**src/rtl/mandelbrot_frame_scheduler.sv**
```systemverilog
// Walks a frame in raster order, hands each pixel to one mandelbrot engine and
// streams the results into a framebuffer write port. A watchdog recovers from a silent engine.
module mandelbrot_frame_scheduler #(
    parameter int H_RES       = 640,
    parameter int V_RES       = 480,
    parameter int ADDR_WIDTH  = 19,
    parameter int WDOG_CYCLES = 1023
) (
    input  logic                  clk,
    input  logic                  rst_n,
    input  logic                  start,
    input  logic                  abort,
    input  logic [15:0]           cfg_center_x,
    input  logic [15:0]           cfg_center_y,
    input  logic [7:0]            cfg_zoom,
    input  logic [5:0]            cfg_max_iter,
    output logic [9:0]            eng_pixel_x,
    output logic [9:0]            eng_pixel_y,
    output logic                  eng_pixel_valid,
    output logic [15:0]           eng_center_x,
    output logic [15:0]           eng_center_y,
    output logic [7:0]            eng_zoom,
    output logic [5:0]            eng_max_iter,
    output logic                  eng_enable,
    input  logic [5:0]            eng_iteration_count,
    input  logic                  eng_result_valid,
    input  logic                  eng_busy,
    output logic                  wr_valid,
    input  logic                  wr_ready,
    output logic [ADDR_WIDTH-1:0] wr_addr,
    output logic [5:0]            wr_data,
    output logic                  wr_in_set,
    output logic                  busy,
    output logic                  frame_done,
    output logic [7:0]            wdog_count
);

    localparam int WDOG_W = $clog2(WDOG_CYCLES + 1);
    localparam logic [9:0] X_LAST = 10'(H_RES - 1);
    localparam logic [9:0] Y_LAST = 10'(V_RES - 1);
    localparam logic [WDOG_W-1:0] WDOG_LAST = WDOG_W'(WDOG_CYCLES - 1);

    typedef enum logic [2:0] {
        IDLE,
        ISSUE,
        WAIT,
        WRITE,
        ADVANCE
    } state_t;

    state_t                  state_reg, state_next;
    logic [9:0]              x_reg, y_reg;
    logic [ADDR_WIDTH-1:0]   addr_reg;
    logic [WDOG_W-1:0]       wdog_reg;
    logic [7:0]              wdog_count_reg;
    logic [5:0]              data_reg;
    logic                    in_set_reg;
    logic                    frame_done_reg;
    logic [15:0]             center_x_reg, center_y_reg;
    logic [7:0]              zoom_reg;
    logic [5:0]              max_iter_reg;

    logic                    last_pixel;
    logic                    wdog_expired;
    logic                    begin_frame;

    always_comb begin
        state_next   = state_reg;
        last_pixel   = (x_reg == X_LAST) && (y_reg == Y_LAST);
        wdog_expired = (wdog_reg == WDOG_LAST);
        begin_frame  = (state_reg == IDLE) && start && !abort;
        case (state_reg)
            IDLE:    if (begin_frame) state_next = ISSUE;
            ISSUE:   if (!eng_busy && !eng_result_valid) state_next = WAIT;
            WAIT:    if (eng_result_valid || wdog_expired) state_next = WRITE;
            WRITE:   if (wr_ready) state_next = ADVANCE;
            ADVANCE: state_next = last_pixel ? IDLE : ISSUE;
            default: state_next = IDLE;
        endcase
        // Abort outranks every transition once a frame is running.
        if (state_reg != IDLE && abort) state_next = IDLE;
    end

    always_ff @(posedge clk) begin
        if (!rst_n) begin
            state_reg      <= IDLE;
            x_reg          <= '0;
            y_reg          <= '0;
            addr_reg       <= '0;
            wdog_reg       <= '0;
            wdog_count_reg <= '0;
            data_reg       <= '0;
            in_set_reg     <= 1'b0;
            frame_done_reg <= 1'b0;
            center_x_reg   <= '0;
            center_y_reg   <= '0;
            zoom_reg       <= '0;
            max_iter_reg   <= '0;
        end else begin
            state_reg      <= state_next;
            frame_done_reg <= (state_reg == ADVANCE) && last_pixel && !abort;
            case (state_reg)
                IDLE: begin
                    if (begin_frame) begin
                        center_x_reg   <= cfg_center_x;
                        center_y_reg   <= cfg_center_y;
                        zoom_reg       <= cfg_zoom;
                        max_iter_reg   <= cfg_max_iter;
                        x_reg          <= '0;
                        y_reg          <= '0;
                        addr_reg       <= '0;
                        wdog_count_reg <= '0;
                    end
                end
                ISSUE: wdog_reg <= '0;
                WAIT: begin
                    if (!abort) begin
                        if (eng_result_valid) begin
                            data_reg   <= eng_iteration_count;
                            in_set_reg <= (eng_iteration_count >= max_iter_reg);
                        end else if (wdog_expired) begin
                            // A forced result is reported as an in-set pixel.
                            data_reg   <= max_iter_reg;
                            in_set_reg <= 1'b1;
                            if (wdog_count_reg != 8'hFF) wdog_count_reg <= wdog_count_reg + 8'd1;
                        end else begin
                            wdog_reg <= wdog_reg + 1'b1;
                        end
                    end
                end
                ADVANCE: begin
                    if (!abort) begin
                        addr_reg <= addr_reg + 1'b1;
                        if (x_reg == X_LAST) begin
                            x_reg <= '0;
                            y_reg <= y_reg + 10'd1;
                        end else begin
                            x_reg <= x_reg + 10'd1;
                        end
                    end
                end
                default: ;
            endcase
        end
    end

    assign eng_pixel_x     = x_reg;
    assign eng_pixel_y     = y_reg;
    assign eng_pixel_valid = (state_reg == WAIT);
    assign eng_center_x    = center_x_reg;
    assign eng_center_y    = center_y_reg;
    assign eng_zoom        = zoom_reg;
    assign eng_max_iter    = max_iter_reg;
    assign eng_enable      = (state_reg != IDLE);
    assign busy            = (state_reg != IDLE);
    assign wr_valid        = (state_reg == WRITE);
    assign wr_addr         = addr_reg;
    assign wr_data         = data_reg;
    assign wr_in_set       = in_set_reg;
    assign frame_done      = frame_done_reg;
    assign wdog_count      = wdog_count_reg;

endmodule

```
**config.mk**
```make
export PLATFORM = sky130hd
export DESIGN_NAME = mandelbrot_frame_scheduler
export DESIGN_NICKNAME = d
export VERILOG_FILES = /design/src/rtl/mandelbrot_frame_scheduler.sv
export SDC_FILE = /design/constraint.sdc
export NUM_CORES = 1
export LEC_CHECK = 0
export BUFFER_PORTS_ARGS = -buffer_cell sky130_fd_sc_hd__buf_2
export CAP_MARGIN = 5
export CORE_MARGIN = 5
export CORE_UTILIZATION = 45
export CTS_CLUSTER_DIAMETER = 200
export CTS_CLUSTER_SIZE = 10
export DETAILED_ROUTE_END_ITERATION = 8
export GPL_ROUTABILITY_DRIVEN = 1
export PLACE_DENSITY = 0.79
export SLEW_MARGIN = 20
export SYNTH_ARGS = -nofsm -noshare
export SYNTH_HDL_FRONTEND = slang
export SYNTH_SLANG_ARGS = --single-unit
```
**constraint.sdc**
```tcl
create_clock -name clk -period 2.5 [get_ports clk]
set_clock_uncertainty 0.05 [all_clocks]
set_input_delay 0.5 -clock clk [delete_from_list [all_inputs] [get_ports clk]]
set_output_delay 0.5 -clock clk [all_outputs]
set_load 0.05 [all_outputs]
```
Word-level counts from Yosys, hierarchy flattened
Index checks and enable logic that the tools add are counted.
{"block": "totals", "register_bits": 114, "latch_bits": 0, "ram_bits": 0, "rom_bits": 0, "in_bits": 59, "word_cells": 95, "memories": 0}
{"block": "classes", "n_addsub": 5, "multipliers": 0, "n_div": 0, "n_lt_le_gt_ge": 1, "eq_ne": 19, "n_shift": 0, "mux": 30, "bitwise_logic": 2, "n_reduce_logical": 25}
{"op": "$mux W10", "n": 8}
{"op": "$pmux W10 S2", "n": 3}
{"op": "$mux W8", "n": 5}
{"op": "$mux W19", "n": 2}
{"op": "$pmux W19 S2", "n": 1}
{"op": "$add A10 B1 Y10 const B", "n": 3}
{"op": "$eq A10 B10 Y1 const B", "n": 2}
{"op": "$add A19 B1 Y19 const B", "n": 1}
{"op": "$pmux W8 S2", "n": 1}
{"op": "$pmux W3 S5", "n": 1}
{"op": "$ne A2 B2 Y1 const B", "n": 7}
{"op": "$mux W3", "n": 4}
{"op": "$mux W6", "n": 2}
{"op": "$reduce_and A4 Y1", "n": 3}
{"op": "$eq A10 B9 Y1 const B", "n": 1}
{"op": "$add A8 B1 Y8 const B", "n": 1}
{"op": "$ne A2 B1 Y1 const B", "n": 4}
{"op": "$ne A8 B8 Y1 const B", "n": 1}
{"op": "$reduce_bool A2 Y1", "n": 4}
{"op": "$logic_and A1 B1 Y1", "n": 7}
{"op": "$eq A3 B2 Y1 const B", "n": 2}
{"op": "$ge A6 B6 Y1", "n": 1}
{"op": "$reduce_and A3 Y1", "n": 2}
{"op": "$reduce_and A6 Y1", "n": 1}
{"op": "other kinds (10)", "n": 15}

Logic depth before layout (Yosys ltp)
Gate-level depths: netlist of the first run.
{"block": "depth", "depth_word": 6, "mapped_depth": 8, "mapped_depth_nobuf": 7}

Worst setup path after synthesis of the first run
Ideal clock, no wire load.
{"block": "synth_path", "path_type": "register to register", "from": "reg x_reg[0], in the netlist eng_pixel_x[0]", "to": "reg y_reg[3], in the netlist eng_pixel_y[3]", "setup_ps": 61, "arrival_ps": 1995, "required_ps": 2389, "setup_slack_ps": 394, "path_stages_with_launch": 7, "n_path_buf": 0, "synth_period_minus_slack_ps": 2106, "cell_sequence": "dfxtp_1 ha_1 and2_0 and3_1 o21ai_4 or4_1 nand2_1"}
{"block": "synth_via", "elab_chain_cells": 3}
{"element": "start: declaration", "line": "52", "text": "logic [9:0] x_reg, y_reg;"}
{"element": "start signal: assignment", "line": "138", "text": "x_reg <= x_reg + 10'd1;"}
{"element": "$eq A10 B10 Y1", "line": "134", "text": "if (x_reg == X_LAST) begin"}
{"element": "$ne A2 B2 Y1 (no line)"}
{"element": "$reduce_and A4 Y1 (no line)"}
{"element": "end signal: assignment", "line": "136", "text": "y_reg <= y_reg + 10'd1;"}
{"element": "end: declaration", "line": "52"}
Every way passes these cells.
A chain may end at the register's enable or synchronous reset.

Final worst setup path of the first run
{"block": "layout_path", "from": "reg state_reg[0]", "to": "out busy"}
{"block": "layout_via", "elab_chain_cells": 1}
{"element": "start: declaration", "line": "51", "text": "state_t state_reg, state_next;"}
{"element": "start signal: assignment", "line": "100", "text": "state_reg <= state_next;"}
{"element": "$reduce_bool A3 Y1", "line": "155", "text": "assign busy = (state_reg != IDLE);"}
{"element": "end: declaration", "line": "33", "text": "output logic busy,"}
Every way passes these cells.

==> flow_metrics.env, run 1 <==
export IMPL_worst_pin_slew_ns=0.783
export IMPL_slowest_delay_ns=0.51
export IMPL_fillers=999
export IMPL_portBuffers=163
export IMPL_routedWlPerCell_microns=14.5
export IMPL_cts_sinks=114
export IMPL_switchingPower_mw=1.18
export IMPL_p_leak_nw=3.00
export IMPL_endpoint_kind="output port"
export IMPL_cts_setup_buffers=0
export IMPL_critPathArrivalTime_ns=1.61
export IMPL_initial_utilization_pct=46.3
export IMPL_p_per_area_nw_per_um2=679
export IMPL_crit_cells=2
export IMPL_vias=4989
export IMPL_clock_root_buffer="clkbuf_16"
export IMPL_crit_path_end="busy"
export IMPL_drc=0
export IMPL_r2r_slack_ns=0.46
export IMPL_finalSetupViolations=0
export IMPL_clk_path_buf_depth=2
export IMPL_fmax_mhz=462
export IMPL_grt_overflow=0
export IMPL_core_sq_um=11500
export IMPL_hold_viol=0
export IMPL_area_growth_pct=27.9
export IMPL_cts_tree="done"
export IMPL_path_max_fanout=15
export IMPL_dpl_hpwl_microns=9930
export IMPL_synth_cells=631
export IMPL_crit_type="reg2out"
export IMPL_r2r_start="state_reg[0]$_SDFFE_PP0P_"
export IMPL_ir_drop_uv=507
export IMPL_placed_area_sq_um=6240
export IMPL_cts_resized=0
export IMPL_hp_start="cfg_center_x[5]"
export IMPL_netlist_top_cell_by_area="dfxtp_1"
export IMPL_async_reset_ff_share_pct=0
export IMPL_synth_area_sq_um=5310
export IMPL_clkTransAtPathRegs_ns=0.05
export IMPL_drtAntennaViolNets=0
export IMPL_outcome="completed"
export IMPL_insertion_delay_ns=0.42
export IMPL_grt_first_pass_wirelength_microns=22900
export IMPL_hold_path_class="in2reg"
export IMPL_hold_ws_ns=0.272
export IMPL_path_cells="or3_1 > buf_2"
export IMPL_synth_edf_count=0
export IMPL_min_period_ns=2.16
export IMPL_die_y_microns=119
export IMPL_dr_pass1_iters=5
export IMPL_period_share_pct=86.6
export IMPL_die_area_sq_um=14100
export IMPL_drt_iter0_drc=307
export IMPL_synth_top_cells_by_area="dfxtp_1 (43%), nand2_1 (10%), a21boi_0 (7.2%)"
export IMPL_syn_num_nets=702
export IMPL_vias_per_cell=5.28
export IMPL_fin_nets=862
export IMPL_r2r_cells=5
export IMPL_synth_distinct_cells=59
export IMPL_wl_microns=13700
export IMPL_cp_slowest_cell="or3_1"
export IMPL_ys_flop_type="dfxtp_1"
export IMPL_p_sw_share_pct=25.5
export IMPL_synth_seq_cells=114
export IMPL_required_ns=1.95
export IMPL_worstReg2RegEnd="wdog_reg[8]$_SDFFE_PN0P_"
export IMPL_synth_most_common_cell="nand2_1"
export IMPL_internal_power_mw=3.43
export IMPL_yosys_area_top_type_share_pct=43.0
export IMPL_largest_register_ffs=19
export IMPL_ys_seq_area_share_pct=43.0
export IMPL_ys_warn_count=0
export IMPL_grt_max_degree=49
export IMPL_grt_pass1_vias=4876
export IMPL_p_seq_share_pct=41.1
export IMPL_postCtsHoldBufs=0
export IMPL_combPwrFrac_pct=11.0
export IMPL_setup_worst_path_start="state_reg[0]$_SDFFE_PP0P_"
export IMPL_slew_viol_final=0
export IMPL_globalplace_congestion=0.863
export IMPL_postSynthAreaPerCell_sq_um=8.41
export IMPL_ys_top_cells_by_count="nand2_1 (141), dfxtp_1 (114), nor2_1 (52)"
export IMPL_fin_area_sq_um=6780
export IMPL_antenna_found_initial=1
export IMPL_rsz0062_at_grt="false"
export IMPL_drv_cap=0
export IMPL_numCtsBuffers=17
export IMPL_die_width_microns=119
export IMPL_min_path_cells=3
export IMPL_htreeDepth=4
export IMPL_ios=164
export IMPL_critPathBufInv=1
export IMPL_relSlewSlack_pct=47.6
export IMPL_tns_ns=0
export IMPL_drive_above_1_share_pct=27.3
export IMPL_rows=39
export IMPL_startpoint_type="flop"
export IMPL_grt_usage_pct=19.6
export IMPL_power_clock_fraction_pct=47.9
export IMPL_critPathTopFamily="simple AND/OR/NAND/NOR gates"
## area by class of cell
class | count | area [sq um] | share of cell area (%)
clock buffers | 23 | 478 | 7.05
clock inverters | 6 | 57.6 | 0.849
well taps | 143 | 179 | 2.64
inverters | 10 | 37.5 | 0.553
multi-input cells | 473 | 2830 | 41.7
diodes | 1 | 2.50 | 0.0369
repair buffers | 175 | 918 | 13.5
flip-flops and latches | 114 | 2280 | 33.6
## per-layer routing
layer	vias up	share of wire [%]	global-route usage [%]
met3	19	8.5	7.93
met2	157	47	30.8
met5	-	0	0
met4	0	1.6	9.14
met1	2303	43	23.4
li1	2510	-	-
## how the worst min path moves through the flow
stage | slack, ns | endpoint
after global placement | 0.40 | eng_zoom[3]$_SDFFE_PN0P_
after detailed placement | 0.40 | eng_center_y[4]$_SDFFE_PN0P_
after global routing | 0.28 | eng_center_x[5]$_SDFFE_PN0P_
final | 0.27 | eng_center_x[5]$_SDFFE_PN0P_
after CTS | 0.26 | eng_center_y[4]$_SDFFE_PN0P_
after floorplan | 0.42 | wdog_reg[9]$_SDFFE_PN0P_
## metrics by stage
stage               worst slack, ns  total power, mW  std cells  util, %
CTS                           0.337             4.66        944     59.1
finish                        0.336             4.61        945     59.1
global route                  0.238             4.79        945     59.1
floorplan                     0.394             2.29        631        -
global placement              0.351             2.44        915     54.5
detailed placement            0.337             2.44        915     54.5
## kinds of logic (layout without fill, tap and decap cells)
kind of cell,Yosys count,in the layout,synth area share (%)
compound gates,118,118,16.2
xor+xnor,32,32,5.28
fa+ha+maj,12,12,2.83
buf+inv,44,214,3.80
flops,114,114,43.0
mux,3,3,0.566
other cells,0,1,0
simple gates,308,308,28.3
## power groups by stage
stage	logic, mW	registers, mW	clock network [mW]
after global routing	0.550	1.90	2.34
after floorplan	0.218	2.07	0
after detailed placement	0.509	1.93	0
final	0.507	1.89	2.21
after CTS	0.511	1.89	2.25
after global placement	0.507	1.93	0
## cells in the final DEF (no fill, tap or decap), drive strengths merged, types with 4 or more instances in the layout
cell / instances
nand2b: 4
and2: 5
nor3: 9
and4: 7
xor2: 24
clkinv: 4
nor2: 53
nor3b: 5
buf: 175
a31oi: 5
o211ai: 7
nand4: 15
o211a: 8
nor2b: 4
or3: 4
o21ai: 18
clkbuf: 23
nand3: 29
ha: 12
inv: 10
nand2: 142
and3: 14
a21oi: 10
dfxtp: 114
a21boi: 52
o31ai: 7
xnor2: 8
## worst min-delay path: stages
cell and delay [ns]:
buf_2 0.09, nand2_1 0.04, a21boi_0 0.06
Power figures use the tool's default switching activity.
==> run 2: changes to the inputs <==
CORE_MARGIN = 2   (was 5)
==> run 2 against run 1 <==
  * Critical path depth unchanged
  * Utilization up 1.0 points
  * Via count down 0.16%
  * Register-to-register slack worse by 0.15 ns
  * Clock-buffer cell count down 2
  * Total power up 9.8%
  * Routed wire length down 1.6%
  * Die area down 9.9%
  * Sequential power about the same
  * Clock power up 20%
  * Global-route usage up 2.3 points
  * Largest cell class unchanged
==> flow_metrics.env, run 2 (same netlist as run 1, synthesis figures left out) <==
export IMPL_outcome="completed"
export IMPL_r2r_cells=5
export IMPL_drive_above_1_share_pct=27.9
export IMPL_postCtsHoldBufs=0
export IMPL_initial_utilization_pct=46.3
export IMPL_hold_ws_ns=0.271
export IMPL_area_growth_pct=30.1
export IMPL_startpoint_type="flop"
export IMPL_path_max_fanout=16
export IMPL_dpl_hpwl_microns=9590
export IMPL_cp_slowest_cell="dfxtp_1"
export IMPL_grt_usage_pct=21.9
export IMPL_p_leak_nw=3.06
export IMPL_path_cells="nor3b_2 > buf_2"
export IMPL_drt_met1_wl_microns=5920
export IMPL_setup_worst_path_start="state_reg[1]$_SDFFE_PP0P_"
export IMPL_wl_met3_microns=1190
export IMPL_cts_resized=0
export IMPL_tns_ns=0
export IMPL_top_layer="met4"
export IMPL_globalplace_congestion=0.834
export IMPL_utilization_pct=60.2
export IMPL_worstReg2RegEnd="wdog_reg[9]$_SDFFE_PN0P_"
export IMPL_slew_viol_final=0
export IMPL_clkTransAtPathRegs_ns=0.06
export IMPL_wl_met2_microns=6080
export IMPL_cts_setup_buffers=0
export IMPL_p_seq_share_pct=37.4
export IMPL_largest_register_ffs=19
export IMPL_power_total_mw=5.06
export IMPL_drtAntennaViolNets=0
export IMPL_grt_max_degree=43
export IMPL_crit_type="reg2out"
export IMPL_internal_power_mw=3.82
export IMPL_r2r_slack_ns=0.31
export IMPL_grt_pass1_vias=4727
export IMPL_insertion_delay_ns=0.42
export IMPL_die_area_sq_um=12700
export IMPL_critPathArrivalTime_ns=1.65
export IMPL_seqCellArea_sq_um=2280
export IMPL_drc=0
export IMPL_min_path_cells=3
export IMPL_dp_cells=917
export IMPL_endpoint_kind="output port"
export IMPL_worst_pin_slew_ns=0.791
export IMPL_vias=4981
export IMPL_clk_path_buf_depth=2
export IMPL_final_cells=949
export IMPL_hp_start="cfg_center_y[3]"
export IMPL_cts_sinks=114
export IMPL_dr_pass1_iters=4
export IMPL_finalSetupViolations=0
export IMPL_routedWlPerCell_microns=14.2
export IMPL_layout_commonest_cell="buf_2"
export IMPL_antenna_found_initial=0
export IMPL_drv_cap=0
export IMPL_fin_area_sq_um=6900
export IMPL_slowest_delay_ns=0.62
export IMPL_vias_per_cell=5.25
export IMPL_n_antenna_cell=0
export IMPL_rsz0062_at_grt="false"
export IMPL_die_width_microns=113
export IMPL_ir_drop_uv=541
export IMPL_cts_tree="done"
export IMPL_fillers=975
export IMPL_core_sq_um=11500
export IMPL_die_y_microns=113
export IMPL_min_to="eng_center_y[3]$_SDFFE_PN0P_"
export IMPL_ios=164
export IMPL_critPathTopFamily="flip-flops"
export IMPL_hold_path_class="in2reg"
export IMPL_placed_area_sq_um=6260
export IMPL_htreeDepth=4
export IMPL_critPathBufInv=1
export IMPL_period_share_pct=87.9
export IMPL_relSlewSlack_pct=47.1
export IMPL_fin_nets=864
export IMPL_rows=39
export IMPL_pre_cts_ws_ns=0.323
export IMPL_power_clock_fraction_pct=52.5
export IMPL_wl_microns=13500
export IMPL_fmax_mhz=455
export IMPL_numCtsBuffers=17
export IMPL_fin_ws_ns=0.301
export IMPL_switchingPower_mw=1.23
export IMPL_portBuffers=163
export IMPL_combPwrFrac_pct=10.1
export IMPL_drt_iter0_drc=261
export IMPL_p_sw_share_pct=24.4
export IMPL_grt_first_pass_wirelength_microns=22300
export IMPL_multi_input_area_sq_um=2830
export IMPL_grt_overflow=0
export IMPL_clock_root_buffer="clkbuf_16"
export IMPL_required_ns=1.95
export IMPL_final_cell_mix="buf_2 (163), nand2_1 (141), dfxtp_1 (114), nor2_1 (52), a21boi_0 (51)"
export IMPL_hold_viol=0
export IMPL_min_period_ns=2.20
export IMPL_p_per_area_nw_per_um2=733
export IMPL_r2r_start="state_reg[1]$_SDFFE_PP0P_"
-- run 2: changes by cell type in the layout (fill, tap and decap cells not counted) --
cell       change
diode_2        -1
buf_4          +2
clkbuf_8       -1
bufinv_16      +4
clkinv_2       +1
clkbuf_1       -1
-- run 2: worst max-delay path by stage --
stage	slack (ns)	cells past startpoint	to
after floorplan	0.39	6	eng_pixel_y[3]$_SDFFE_PN0P_
after global placement	0.34	6	wdog_reg[7]$_SDFFE_PN0P_
after detailed placement	0.32	6	wdog_reg[7]$_SDFFE_PN0P_
after CTS	0.31	2	eng_pixel_valid
after global routing	0.16	5	wdog_reg[9]$_SDFFE_PN0P_
final	0.30	2	eng_pixel_valid
-- run 2: cell type report --
class / count / area share [%]
Clock buffer: 21 / 6.67
Clock inverter: 11 / 2.65
Inverter: 10 / 0.544
Multi-Input combinational cell: 473 / 41.0
Sequential cell: 114 / 33.1
Tap cell: 143 / 2.59
Timing Repair Buffer: 177 / 13.5
-- run 2: routing by layer --
layer,global-route usage [%],up-vias
met5,0,-
li1,-,2522
met1,26.1,2267
met4,9.43,0
met3,10.5,25
met2,33.7,167
-- run 2: power groups by stage --
stage	sequential, mW	clock, mW	combinational (mW)
3_3_place_gp	1.93	0	0.508
3_5_place_dp	1.93	0	0.511
5_1_grt	1.90	2.78	0.553
6_report	1.89	2.65	0.510
4_1_cts	1.89	2.69	0.513
2_1_floorplan	2.07	0	0.218
-- run 2: worst min-delay path, delay by kind of cell --
family          cells  cell delay, ns
buf+inv             1            0.09
compound gates      1            0.06
simple gates        1            0.04
==> run 3: changes to the inputs <==
--- a/constraint.sdc
+++ b/constraint.sdc
@@ -3,3 +3,3 @@
 set_input_delay 0.5 -clock clk [delete_from_list [all_inputs] [get_ports clk]]
 set_output_delay 0.5 -clock clk [all_outputs]
-set_load 0.05 [all_outputs]
+set_load 0.01 [all_outputs]
==> run 3 against run 2 <==
  * Clock power fell by 6%
  * Clock-buffer cell count rose by 2
  * Design area fell by 0.51%
  * Global-route usage is 0.17 points higher
  * Critical path depth did not move
  * Critical endpoint unchanged
  * Sequential power about the same
  * Setup slack improved by 0.025 ns
==> flow_metrics.env, run 3 (same netlist as run 1, synthesis figures left out) <==
export IMPL_critPathTopFamily="flip-flops"
export IMPL_die_area_sq_um=12700
export IMPL_drtAntennaViolNets=0
export IMPL_relSlewSlack_pct=45.3
export IMPL_cts_setup_buffers=0
export IMPL_min_period_ns=2.17
export IMPL_tns_ns=0
export IMPL_cts_resized=0
export IMPL_ios=164
export IMPL_ir_drop_uv=553
export IMPL_outcome="completed"
export IMPL_fin_nets=863
export IMPL_endpoint_kind="output port"
export IMPL_fmax_mhz=460
export IMPL_portBuffers=163
export IMPL_period_share_pct=87.0
export IMPL_drt_iter0_drc=325
export IMPL_area_growth_pct=29.5
export IMPL_worst_pin_slew_ns=0.817
export IMPL_met2_usage_pct=35.4
export IMPL_slowest_delay_ns=0.59
export IMPL_vias=5031
export IMPL_slew_viol_final=0
export IMPL_vias_per_cell=5.31
export IMPL_grt_overflow=0
export IMPL_grt_pass1_vias=4786
export IMPL_finalSetupViolations=0
export IMPL_dr_pass1_iters=5
export IMPL_core_sq_um=11500
export IMPL_use_met3_pct=9.02
export IMPL_fillers=971
export IMPL_drv_cap=0
export IMPL_utilization_pct=59.9
export IMPL_die_width_microns=113
export IMPL_layout_commonest_cell="buf_2"
export IMPL_grt_first_pass_wirelength_microns=22600
export IMPL_routedWlPerCell_microns=14.5
export IMPL_hold_path_class="in2reg"
export IMPL_die_y_microns=113
export IMPL_grt_usage_pct=22.1
export IMPL_path_max_fanout=16
export IMPL_postCtsHoldBufs=0
export IMPL_initial_utilization_pct=46.3
export IMPL_wl_microns=13800
export IMPL_clkTransAtPathRegs_ns=0.05
export IMPL_grt_max_degree=47
export IMPL_largest_register_ffs=19
export IMPL_rsz0062_at_grt="false"
export IMPL_cts_sinks=114
export IMPL_cts_tree="done"
export IMPL_rows=39
export IMPL_critPathBufInv=1
export IMPL_numCtsBuffers=17
export IMPL_use_met1_pct=26.3
export IMPL_clk_path_buf_depth=2
export IMPL_path_cells="nor3b_2 > buf_2"
export IMPL_startpoint_type="flop"
export IMPL_globalplace_congestion=0.821
export IMPL_hold_viol=0
export IMPL_drc=0
export IMPL_critPathArrivalTime_ns=1.62
export IMPL_p_per_area_nw_per_um2=693
export IMPL_dpl_hpwl_microns=9510
export IMPL_cp_slowest_cell="dfxtp_1"
export IMPL_final_cell_mix="buf_2 (163), nand2_1 (141), dfxtp_1 (114), nor2_1 (52), a21boi_0 (51)"
export IMPL_p_leak_nw=3.04
export IMPL_antenna_found_initial=0
export IMPL_drive_above_1_share_pct=27.8
export IMPL_grt_most_used_layer="met2"
export IMPL_required_ns=1.95
export IMPL_htreeDepth=4
export IMPL_clock_root_buffer="clkbuf_16"
export IMPL_insertion_delay_ns=0.41
export IMPL_n_antenna_cell=0
export IMPL_crit_type="reg2out"
==> run 3: report_power, final <==
group / switching (mW) / total, mW / internal [mW]
Clock: 0.830 / 2.50 / 1.67
Combinational: 0.217 / 0.368 / 0.150
Sequential: 0.0298 / 1.89 / 1.86
Total: 1.08 / 4.76 / 3.68
==> run 3: per-stage QoR <==
stage | std cells | setup slack [ns] | hold WS, ns | instance area [sq um] | total power [mW]
6_report | 948 | 0.326 | 0.282 | 6870 | 4.76
5_1_grt | 948 | 0.149 | 0.276 | 6870 | 4.93
4_1_cts | 948 | 0.297 | 0.268 | 6870 | 4.80
3_5_place_dp | 916 | 0.339 | 0.403 | 6250 | 2.30
3_3_place_gp | 916 | 0.333 | 0.397 | 6250 | 2.29
2_1_floorplan | 631 | 0.622 | 0.422 | 5310 | 2.15
==> run 3: area by class of cell <==
class	instances	area (sq um)	share of cell area [%]
clock inverter	9	128	1.86
timing repair buffer	176	926	13.5
multi-input combinational	473	2830	41.2
clock buffer	23	488	7.11
tap	143	179	2.61
sequential	114	2280	33.2
inverter	10	37.5	0.547
==> run 3: worst paths after layout <==
kind,from,endpoint,slack (ns),cells past startpoint
worst max-delay path,state_reg[1]$_SDFFE_PP0P_,eng_pixel_valid,0.33,2
worst max register to register,state_reg[1]$_SDFFE_PP0P_,wdog_reg[6]$_SDFFE_PN0P_,0.37,5
worst min register to register,eng_zoom[3]$_SDFFE_PN0P_,eng_zoom[3]$_SDFFE_PN0P_,0.41,2
worst min-delay path,cfg_center_y[6],eng_center_y[6]$_SDFFE_PN0P_,0.28,3
==> run 3: metal layers <==
metal | vias to the layer above | part of all wire [%] | wire, microns
met1 | 2314 | 42 | 5830
met5 | - | 0 | 0
met4 | 0 | 1.8 | 245
met3 | 21 | 9.1 | 1250
li1 | 2514 | - | -
met2 | 182 | 47 | 6440
==> run 3: tightest hold or removal path, stage by stage <==
cell and delay, ns:
buf_2 0.09, nand2_1 0.04, a21boi_0 0.06
